==> src/rtl/spi_device_interface.sv <==
// ============================================================================
// Module   : spi_device_interface
// Purpose  : SPI mode 0 (CPOL=0, CPHA=0) device / responder. Oversamples the
//            raw SPI pins in the fabric clock domain, deserialises MOSI into
//            bytes and serialises MISO from a one-byte holding register.
// Revision : 1.0 - initial release
// ----------------------------------------------------------------------------
// Parameters
//   SYNC_STAGES       flops per pin synchroniser (>= 2)
//   DEFAULT_TX_BYTE   byte shifted out when the holding register is empty
// Ports
//   clk, rst_n        fabric clock (>= 8x sck), asynchronous active-low reset
//   spi_sck/cs_n/mosi raw SPI inputs
//   spi_miso          device->host data, MSB first
//   spi_miso_oe       pad output enable (1 while selected)
//   rx_data_valid     one-cycle strobe, rx_data/rx_first valid
//   rx_data, rx_first received byte, first-byte-of-frame qualifier
//   tx_data_valid     one-cycle write strobe for the holding register
//   tx_data           byte to write into the holding register
//   tx_data_needed    one-cycle strobe: holding register was consumed
//   tx_underflow      one-cycle strobe: load point hit an empty register
//   frame_done        one-cycle strobe at end of frame (stats build)
//   frame_byte_count  whole bytes received in the last frame (stats build)
// Build option
//   SPI_DEVICE_FRAME_STATS_EN : builds the per-frame byte counter; otherwise
//   frame_done and frame_byte_count are tied to 0.
// ============================================================================
`default_nettype none

module spi_device_interface #(
    parameter int          SYNC_STAGES     = 2,
    parameter logic [7:0]  DEFAULT_TX_BYTE = 8'h00
) (
    input  logic        clk,
    input  logic        rst_n,
    input  logic        spi_sck,
    input  logic        spi_cs_n,
    input  logic        spi_mosi,
    output logic        spi_miso,
    output logic        spi_miso_oe,
    output logic        rx_data_valid,
    output logic [7:0]  rx_data,
    output logic        rx_first,
    input  logic        tx_data_valid,
    input  logic [7:0]  tx_data,
    output logic        tx_data_needed,
    output logic        tx_underflow,
    output logic        frame_done,
    output logic [15:0] frame_byte_count
);

    typedef enum logic [0:0] {
        ST_IDLE   = 1'b0,
        ST_ACTIVE = 1'b1
    } state_t;

    // ------------------------------------------------------------------
    // Pin synchronisers plus one delay flop each for edge detection
    // ------------------------------------------------------------------
    logic [SYNC_STAGES-1:0] sck_sync;
    logic [SYNC_STAGES-1:0] cs_sync;
    logic [SYNC_STAGES-1:0] mosi_sync;
    logic                   sck_d;
    logic                   cs_d;

    always_ff @(posedge clk or negedge rst_n) begin
        if (!rst_n) begin
            sck_sync  <= '0;
            cs_sync   <= '1;
            mosi_sync <= '0;
            sck_d     <= 1'b0;
            cs_d      <= 1'b1;
        end else begin
            sck_sync  <= {sck_sync[SYNC_STAGES-2:0], spi_sck};
            cs_sync   <= {cs_sync[SYNC_STAGES-2:0], spi_cs_n};
            mosi_sync <= {mosi_sync[SYNC_STAGES-2:0], spi_mosi};
            sck_d     <= sck_sync[SYNC_STAGES-1];
            cs_d      <= cs_sync[SYNC_STAGES-1];
        end
    end

    logic sck_s;
    logic cs_s;
    assign sck_s = sck_sync[SYNC_STAGES-1];
    assign cs_s  = cs_sync[SYNC_STAGES-1];

    // Registered event pulses. sck edges are masked while cs_n is high,
    // which also makes a cs_n rise win over a coincident sck edge.
    logic ev_sck_rise;
    logic ev_sck_fall;
    logic ev_cs_fall;
    logic ev_cs_rise;
    logic ev_mosi;

    always_ff @(posedge clk or negedge rst_n) begin
        if (!rst_n) begin
            ev_sck_rise <= 1'b0;
            ev_sck_fall <= 1'b0;
            ev_cs_fall  <= 1'b0;
            ev_cs_rise  <= 1'b0;
            ev_mosi     <= 1'b0;
        end else begin
            ev_sck_rise <=  sck_s & ~sck_d & ~cs_s;
            ev_sck_fall <= ~sck_s &  sck_d & ~cs_s;
            ev_cs_fall  <= ~cs_s  &  cs_d;
            ev_cs_rise  <=  cs_s  & ~cs_d;
            ev_mosi     <= mosi_sync[SYNC_STAGES-1];
        end
    end

    // ------------------------------------------------------------------
    // Frame state machine
    // ------------------------------------------------------------------
    state_t state;
    state_t state_next;
    logic   load_point;
    logic   load_pending;   // 8th rise seen; the following fall loads a byte

    always_ff @(posedge clk or negedge rst_n) begin
        if (!rst_n) begin
            state <= ST_IDLE;
        end else begin
            state <= state_next;
        end
    end

    always_comb begin
        state_next = state;
        load_point = 1'b0;
        case (state)
            ST_IDLE: begin
                if (ev_cs_fall) begin
                    state_next = ST_ACTIVE;
                    load_point = 1'b1;
                end
            end
            ST_ACTIVE: begin
                if (ev_cs_rise) begin
                    state_next = ST_IDLE;
                end else if (ev_sck_fall && load_pending) begin
                    load_point = 1'b1;
                end
            end
            default: state_next = ST_IDLE;
        endcase
    end

    // ------------------------------------------------------------------
    // Datapath
    // ------------------------------------------------------------------
    logic [7:0] tx_shift;
    logic [7:0] hold_data;
    logic       hold_full;
    logic [7:0] rx_shift;
    logic [2:0] bit_cnt;
    logic       first_byte;
    logic       byte_done;
    logic       byte_first;

    always_ff @(posedge clk or negedge rst_n) begin
        if (!rst_n) begin
            tx_shift       <= 8'h00;
            hold_data      <= 8'h00;
            hold_full      <= 1'b0;
            rx_shift       <= 8'h00;
            bit_cnt        <= 3'd0;
            first_byte     <= 1'b0;
            load_pending   <= 1'b0;
            byte_done      <= 1'b0;
            byte_first     <= 1'b0;
            rx_data        <= 8'h00;
            rx_data_valid  <= 1'b0;
            rx_first       <= 1'b0;
            tx_data_needed <= 1'b0;
            tx_underflow   <= 1'b0;
        end else begin
            tx_data_needed <= 1'b0;
            tx_underflow   <= 1'b0;
            byte_done      <= 1'b0;

            // Output stage for a completed byte
            rx_data_valid <= byte_done;
            if (byte_done) begin
                rx_data  <= rx_shift;
                rx_first <= byte_first;
            end

            // Load takes the holding contents as they were before any
            // same-cycle write; the write below then re-marks it full.
            if (load_point) begin
                load_pending <= 1'b0;
                if (hold_full) begin
                    tx_shift       <= hold_data;
                    hold_full      <= 1'b0;
                    tx_data_needed <= 1'b1;
                end else begin
                    tx_shift     <= DEFAULT_TX_BYTE;
                    tx_underflow <= 1'b1;
                end
            end

            if (tx_data_valid) begin
                hold_data <= tx_data;
                hold_full <= 1'b1;
            end

            if (state == ST_IDLE) begin
                if (ev_cs_fall) begin
                    bit_cnt    <= 3'd0;
                    first_byte <= 1'b1;
                end
            end else if (ev_cs_rise) begin
                // Partial byte discarded; holding register untouched
                bit_cnt      <= 3'd0;
                load_pending <= 1'b0;
                tx_shift     <= 8'h00;
            end else begin
                if (ev_sck_rise) begin
                    rx_shift <= {rx_shift[6:0], ev_mosi};
                    bit_cnt  <= bit_cnt + 3'd1;
                    if (bit_cnt == 3'd7) begin
                        byte_done    <= 1'b1;
                        byte_first   <= first_byte;
                        first_byte   <= 1'b0;
                        load_pending <= 1'b1;
                    end
                end
                if (ev_sck_fall && !load_pending) begin
                    tx_shift <= {tx_shift[6:0], 1'b0};
                end
            end
        end
    end

    assign spi_miso_oe = (state == ST_ACTIVE);
    assign spi_miso    = (state == ST_ACTIVE) & tx_shift[7];

    // ------------------------------------------------------------------
    // Optional per-frame statistics
    // ------------------------------------------------------------------
`ifdef SPI_DEVICE_FRAME_STATS_EN
    logic [15:0] frame_cnt;
    logic [15:0] frame_cnt_next;

    // Saturating count including a strobe landing in the current cycle
    always_comb begin
        frame_cnt_next = frame_cnt;
        if (rx_data_valid && (frame_cnt != 16'hffff)) begin
            frame_cnt_next = frame_cnt + 16'd1;
        end
    end

    always_ff @(posedge clk or negedge rst_n) begin
        if (!rst_n) begin
            frame_cnt        <= 16'h0000;
            frame_done       <= 1'b0;
            frame_byte_count <= 16'h0000;
        end else begin
            frame_done <= 1'b0;
            if ((state == ST_IDLE) && ev_cs_fall) begin
                frame_cnt <= 16'h0000;
            end else begin
                frame_cnt <= frame_cnt_next;
            end
            if ((state == ST_ACTIVE) && ev_cs_rise) begin
                frame_done       <= 1'b1;
                frame_byte_count <= frame_cnt_next;
            end
        end
    end
`else
    assign frame_done       = 1'b0;
    assign frame_byte_count = 16'h0000;
`endif

endmodule

`default_nettype wire

==> config.mk <==
export PLATFORM = sky130hd
export DESIGN_NAME = spi_device_interface
export DESIGN_NICKNAME = d
export VERILOG_FILES = /design/src/rtl/spi_device_interface.sv
export SDC_FILE = /design/constraint.sdc
export NUM_CORES = 1
export LEC_CHECK = 0
export CORE_UTILIZATION = 45
export DETAILED_ROUTE_END_ITERATION = 8
export PLACE_DENSITY = 0.81
export SKIP_LAST_GASP = 1
export SYNTH_ARGS = -nofsm -noshare
export SYNTH_HDL_FRONTEND = slang
export SYNTH_SLANG_ARGS = --single-unit
==> constraint.sdc <==
create_clock -name clk -period 1.6 [get_ports clk]
set_input_delay 0.32 -clock clk [delete_from_list [all_inputs] [get_ports clk]]
set_output_delay 0.32 -clock clk [all_outputs]
set_load 0.01 [all_outputs]
==> run summary <==
The flow ran to the end, and the final reports show no timing, DRC or antenna violations. The multiplexer share of the synthesized area was 16.3%; the number of failing setup endpoints in the final timing report was 0. The area share of xor/xnor cells in the synthesized design came out at 0.372%.

For this block, wires on met1 add up to 1570 µm. The combined flip-flop and latch cell area is 1460 µm². The first detailed-routing pass took 4 iterations. The synthesis-stage register bit count was 58.

The floorplan has 25 rows. The repair_antennas step left the layout with diodes totalling 0. The count of different cell masters after synthesis was 30; the placeable core region was 4880 µm². For the sequential area share after synthesis, the log shows 61.8%. The highest metal layer with signal wires was met4.

Along the worst path, the maximum fanout reaches 2. The area overhead of the layout relative to synthesis is 20.7%. In this run, placement finished with an instance count of 266. The quantity of I/O buffers inserted on ports was 27; the number of primary I/O pins was 45.

The H-tree was split into 3 levels. The logs give 0 for the Yosys warning count and 2360 µm² for the combined area of all synthesized cells. Path class of the lowest-slack min-delay path: register to register.

For the worst setup path, the data arrival time is 1.22 ns. IR analysis of the VDD net gives a maximum drop of 0.702 mV. Dividing the detail-routed wire length by the instance count gives 11.7 µm. The largest single stage delay on the critical path is 0.54 ns. The clock arrives with 0.00481 ns of skew. Largest family of logic cells by synthesized area: multiplexers.

The total buffers and inverters traversed by the critical path works out to 1. The share of the core filled with cells in the final layout is 58.3%, and the starting utilization of the core area is 48.3%. The buffer depth of the longest clock path is 2. The worst hold path begins at mosi_sync[1]. The floorplan step set the die height to 74.4 µm. Summing the areas of all fa, ha and maj instances in the mapped netlist gives 1.06% of the synthesized area. By startpoint and endpoint, the worst setup path is classified as register to output port. The maximum number of pins on one net before global-route repair came out at 39. sky130_fd_sc_hd__dfrtp_1 is the most common cell in the netlist.

The first-pass GRT wire length was 5560 µm; the number of routed nets with antenna violations was 0. The top cell type's share of synthesized area works out to 58.4%. Post-detailed-route via-to-cell ratio: 4.63. TritonCTS built the clock tree. The finished cells cover 2840 µm². The final worst-path cycle share was 96.0%; the number of clock sinks was 58.

The tools report the data required time at the worst endpoint as 1.28 ns. After legalization and detailed placement, the total HPWL measured 2340 µm. Cell area after placement: 2630 µm². The prevailing post-synth register cell was sky130_fd_sc_hd__dfrtp_1. The fraction of final layout cells with drive strength greater than 1 works out to 23.7%. Clock tree synthesis selected as its root buffer the cell sky130_fd_sc_hd__clkbuf_8.

Setup repair after global routing left no endpoint under its margin. The hold violation total from the final report is 0. The biggest area contributor in the post-synthesis netlist is sky130_fd_sc_hd__dfrtp_1. Walking the worst path, the cells encountered are clkdlybuf4s50_1. The tools report the type of destination of the critical path as an output port. In this run the horizontal extent of the chip is 74.4 µm. The tools report the source of the worst register-to-register timing path as spi_miso_oe. Post-synthesis average cell area: 13.4 µm². The clock latency of the later-clocked register in the worst-skew pair is 0.33 ns, and the aggregate global-route resource usage is 14.3%. STA classifies the critical path startpoint as a register. Summing over every cut layer, the via total after detailed routing is 1306. The compound-gate portion of the synthesized area is 4.89%, and the count of maximum capacitance violations is 0. The critical-path cell with the highest stage delay was sky130_fd_sc_hd__clkdlybuf4s50_1. For this design the static power due to leakage is 1.34 nW. Grouping stages by cell kind, the critical path spends the most delay in buffers and inverters. The synthesized-area fraction occupied by and/or/nand/nor cells was 8.50%.

For this run, asynchronously set or reset flops after synthesis account for 100%. After global routing the overflow that remains totals 0. The routed design could run at a clock period as short as 1.54 ns.

For this design the ratio of total power to cell area is 1200 nW/µm². Adding up every negative setup slack in the final design gives 0 ns. The number of design rule violations left after detail routing was 0. In this run, the number of DRC markers left after iteration 0 of detailed routing was 29. The die covers 5530 µm². At the end of routability-driven placement, the weighted congestion stood at 0.716. The tools report the met3 wire length as 195 µm. The most critical setup path has its startpoint at rx_data[2]. The register clock-pin slew on the reported worst setup and hold paths came out at 0.06 ns. The number of enable flip-flop cells after synthesis was 0. Buffers added to address setup during post-CTS repair amount to 0. The clock buffer count from CTS is 9. The run gives 427 as the number of fill cells in the layout. The tools report the number of max-slew violations in the final report as 0. The number of standard cells in the layout, taps in and fillers out was 282; the met2 wire length was 1460 µm.

Based on the critical path, the design can be clocked at up to 651 MHz. The commonest cells after synthesis are 55 x sky130_fd_sc_hd__dfrtp_1, 26 x sky130_fd_sc_hd__mux2_2, 17 x sky130_fd_sc_hd__buf_4. The cell count after synthesis was 176. After the last flow step, the layout net total stands at 227. The run gives 796 µm² as the combined area of the multi-input logic cells. Sorting the synthesized cells by area gives the leading types as sky130_fd_sc_hd__dfrtp_1 58%, sky130_fd_sc_hd__mux2_2 12%, sky130_fd_sc_hd__buf_4 5.4%. The logs give 0 for the initial antenna violation count and 3290 µm for the wire length reported by the detailed router.

The number of global-route vias before repair is 1247.
## cell families (layout without fill, tap and decap cells)
family,Yosys count,count (layout)
multiplexers,35,35
buffers and inverters,25,48
AND/OR/NAND/NOR,37,37
flip-flops,58,58
AO/OA/AOI/OAI,17,17
other,1,17
adder cells (fa/ha/maj),2,2
XOR/XNOR,1,1
## cells in the final DEF (no fill, tap or decap), types with 2 or more instances in the layout
cell / count
sky130_fd_sc_hd__dlygate4sd2_1: 2
sky130_fd_sc_hd__mux2i_1: 9
sky130_fd_sc_hd__conb_1: 17
sky130_fd_sc_hd__mux2_2: 26
sky130_fd_sc_hd__clkbuf_8: 12
sky130_fd_sc_hd__ha_1: 2
sky130_fd_sc_hd__a21oi_1: 2
sky130_fd_sc_hd__and2_1: 10
sky130_fd_sc_hd__dfstp_2: 3
sky130_fd_sc_hd__o21ai_1: 6
sky130_fd_sc_hd__nor2b_1: 3
sky130_fd_sc_hd__o21a_1: 2
sky130_fd_sc_hd__inv_1: 2
sky130_fd_sc_hd__o21ai_0: 2
sky130_fd_sc_hd__nand3_1: 2
sky130_fd_sc_hd__buf_4: 3
sky130_fd_sc_hd__dfrtp_1: 55
sky130_fd_sc_hd__nor3b_1: 2
sky130_fd_sc_hd__clkdlybuf4s50_1: 23
sky130_fd_sc_hd__nor2_1: 2
sky130_fd_sc_hd__nand2_1: 14
## path summary, 6_finish.rpt
path	endpoint	slack, ns	cells after the start
max	rx_data[2]	0.06	1
min	ev_mosi	0.35	0
max reg2reg	tx_shift[6]	0.19	5
min reg2reg	ev_mosi	0.35	0
max in group asynchronous	cs_sync[1]	0.67	3
min in group asynchronous	rx_data[4]	0.49	3
## flip-flops by register name, indices dropped and copies added, names as in the netlist, 2 cells and up
name / count
bit_cnt: 3
cs_sync: 2
hold_data: 8
mosi_sync: 2
rx_data: 8
rx_shift: 8
sck_sync: 2
tx_shift: 8
## area by class of cell
class	count	share of cell area [%]
Clock buffer	13	5.94
Clock inverter	2	1.23
Timing Repair Buffer	31	10.5
Tap cell	67	2.95
Sequential cell	58	51.2
Inverter	2	0.264
Multi-Input combinational cell	109	28.0
## per-stage QoR
| stage | setup WS, ns | power (mW) | hold slack [ns] |
|---|---|---|---|
| global route | 0.00926 | 3.60 | 0.361 |
| finish | 0.0642 | 3.42 | 0.348 |
| global placement | 0.0908 | 2.09 | 0.307 |
| CTS | 0.0182 | 3.47 | 0.350 |
| detailed placement | 0.0685 | 2.11 | 0.307 |
| floorplan | 0.266 | 2.00 | 0.0244 |
## metal layers
layer | vias up | GRT usage (%)
met3 | 7 | 7.32
li1 | 631 | -
met2 | 35 | 20.7
met4 | 0 | 6.92
met5 | - | 0
met1 | 633 | 17.9
## repair_timing
item                                    4_1_cts  5_1_grt
hold endpoints to repair                     20        0
endpoints found under the setup margin        2        1
resized for setup                             2        1
hold buffers                                  1        0
## where the power goes
group	switching [mW]	internal (mW)
Clock	0.513	0.835
Combinational	0.174	0.187
Sequential	0.0928	1.62
Total	0.780	2.64
Power figures use the tool's default switching activity.
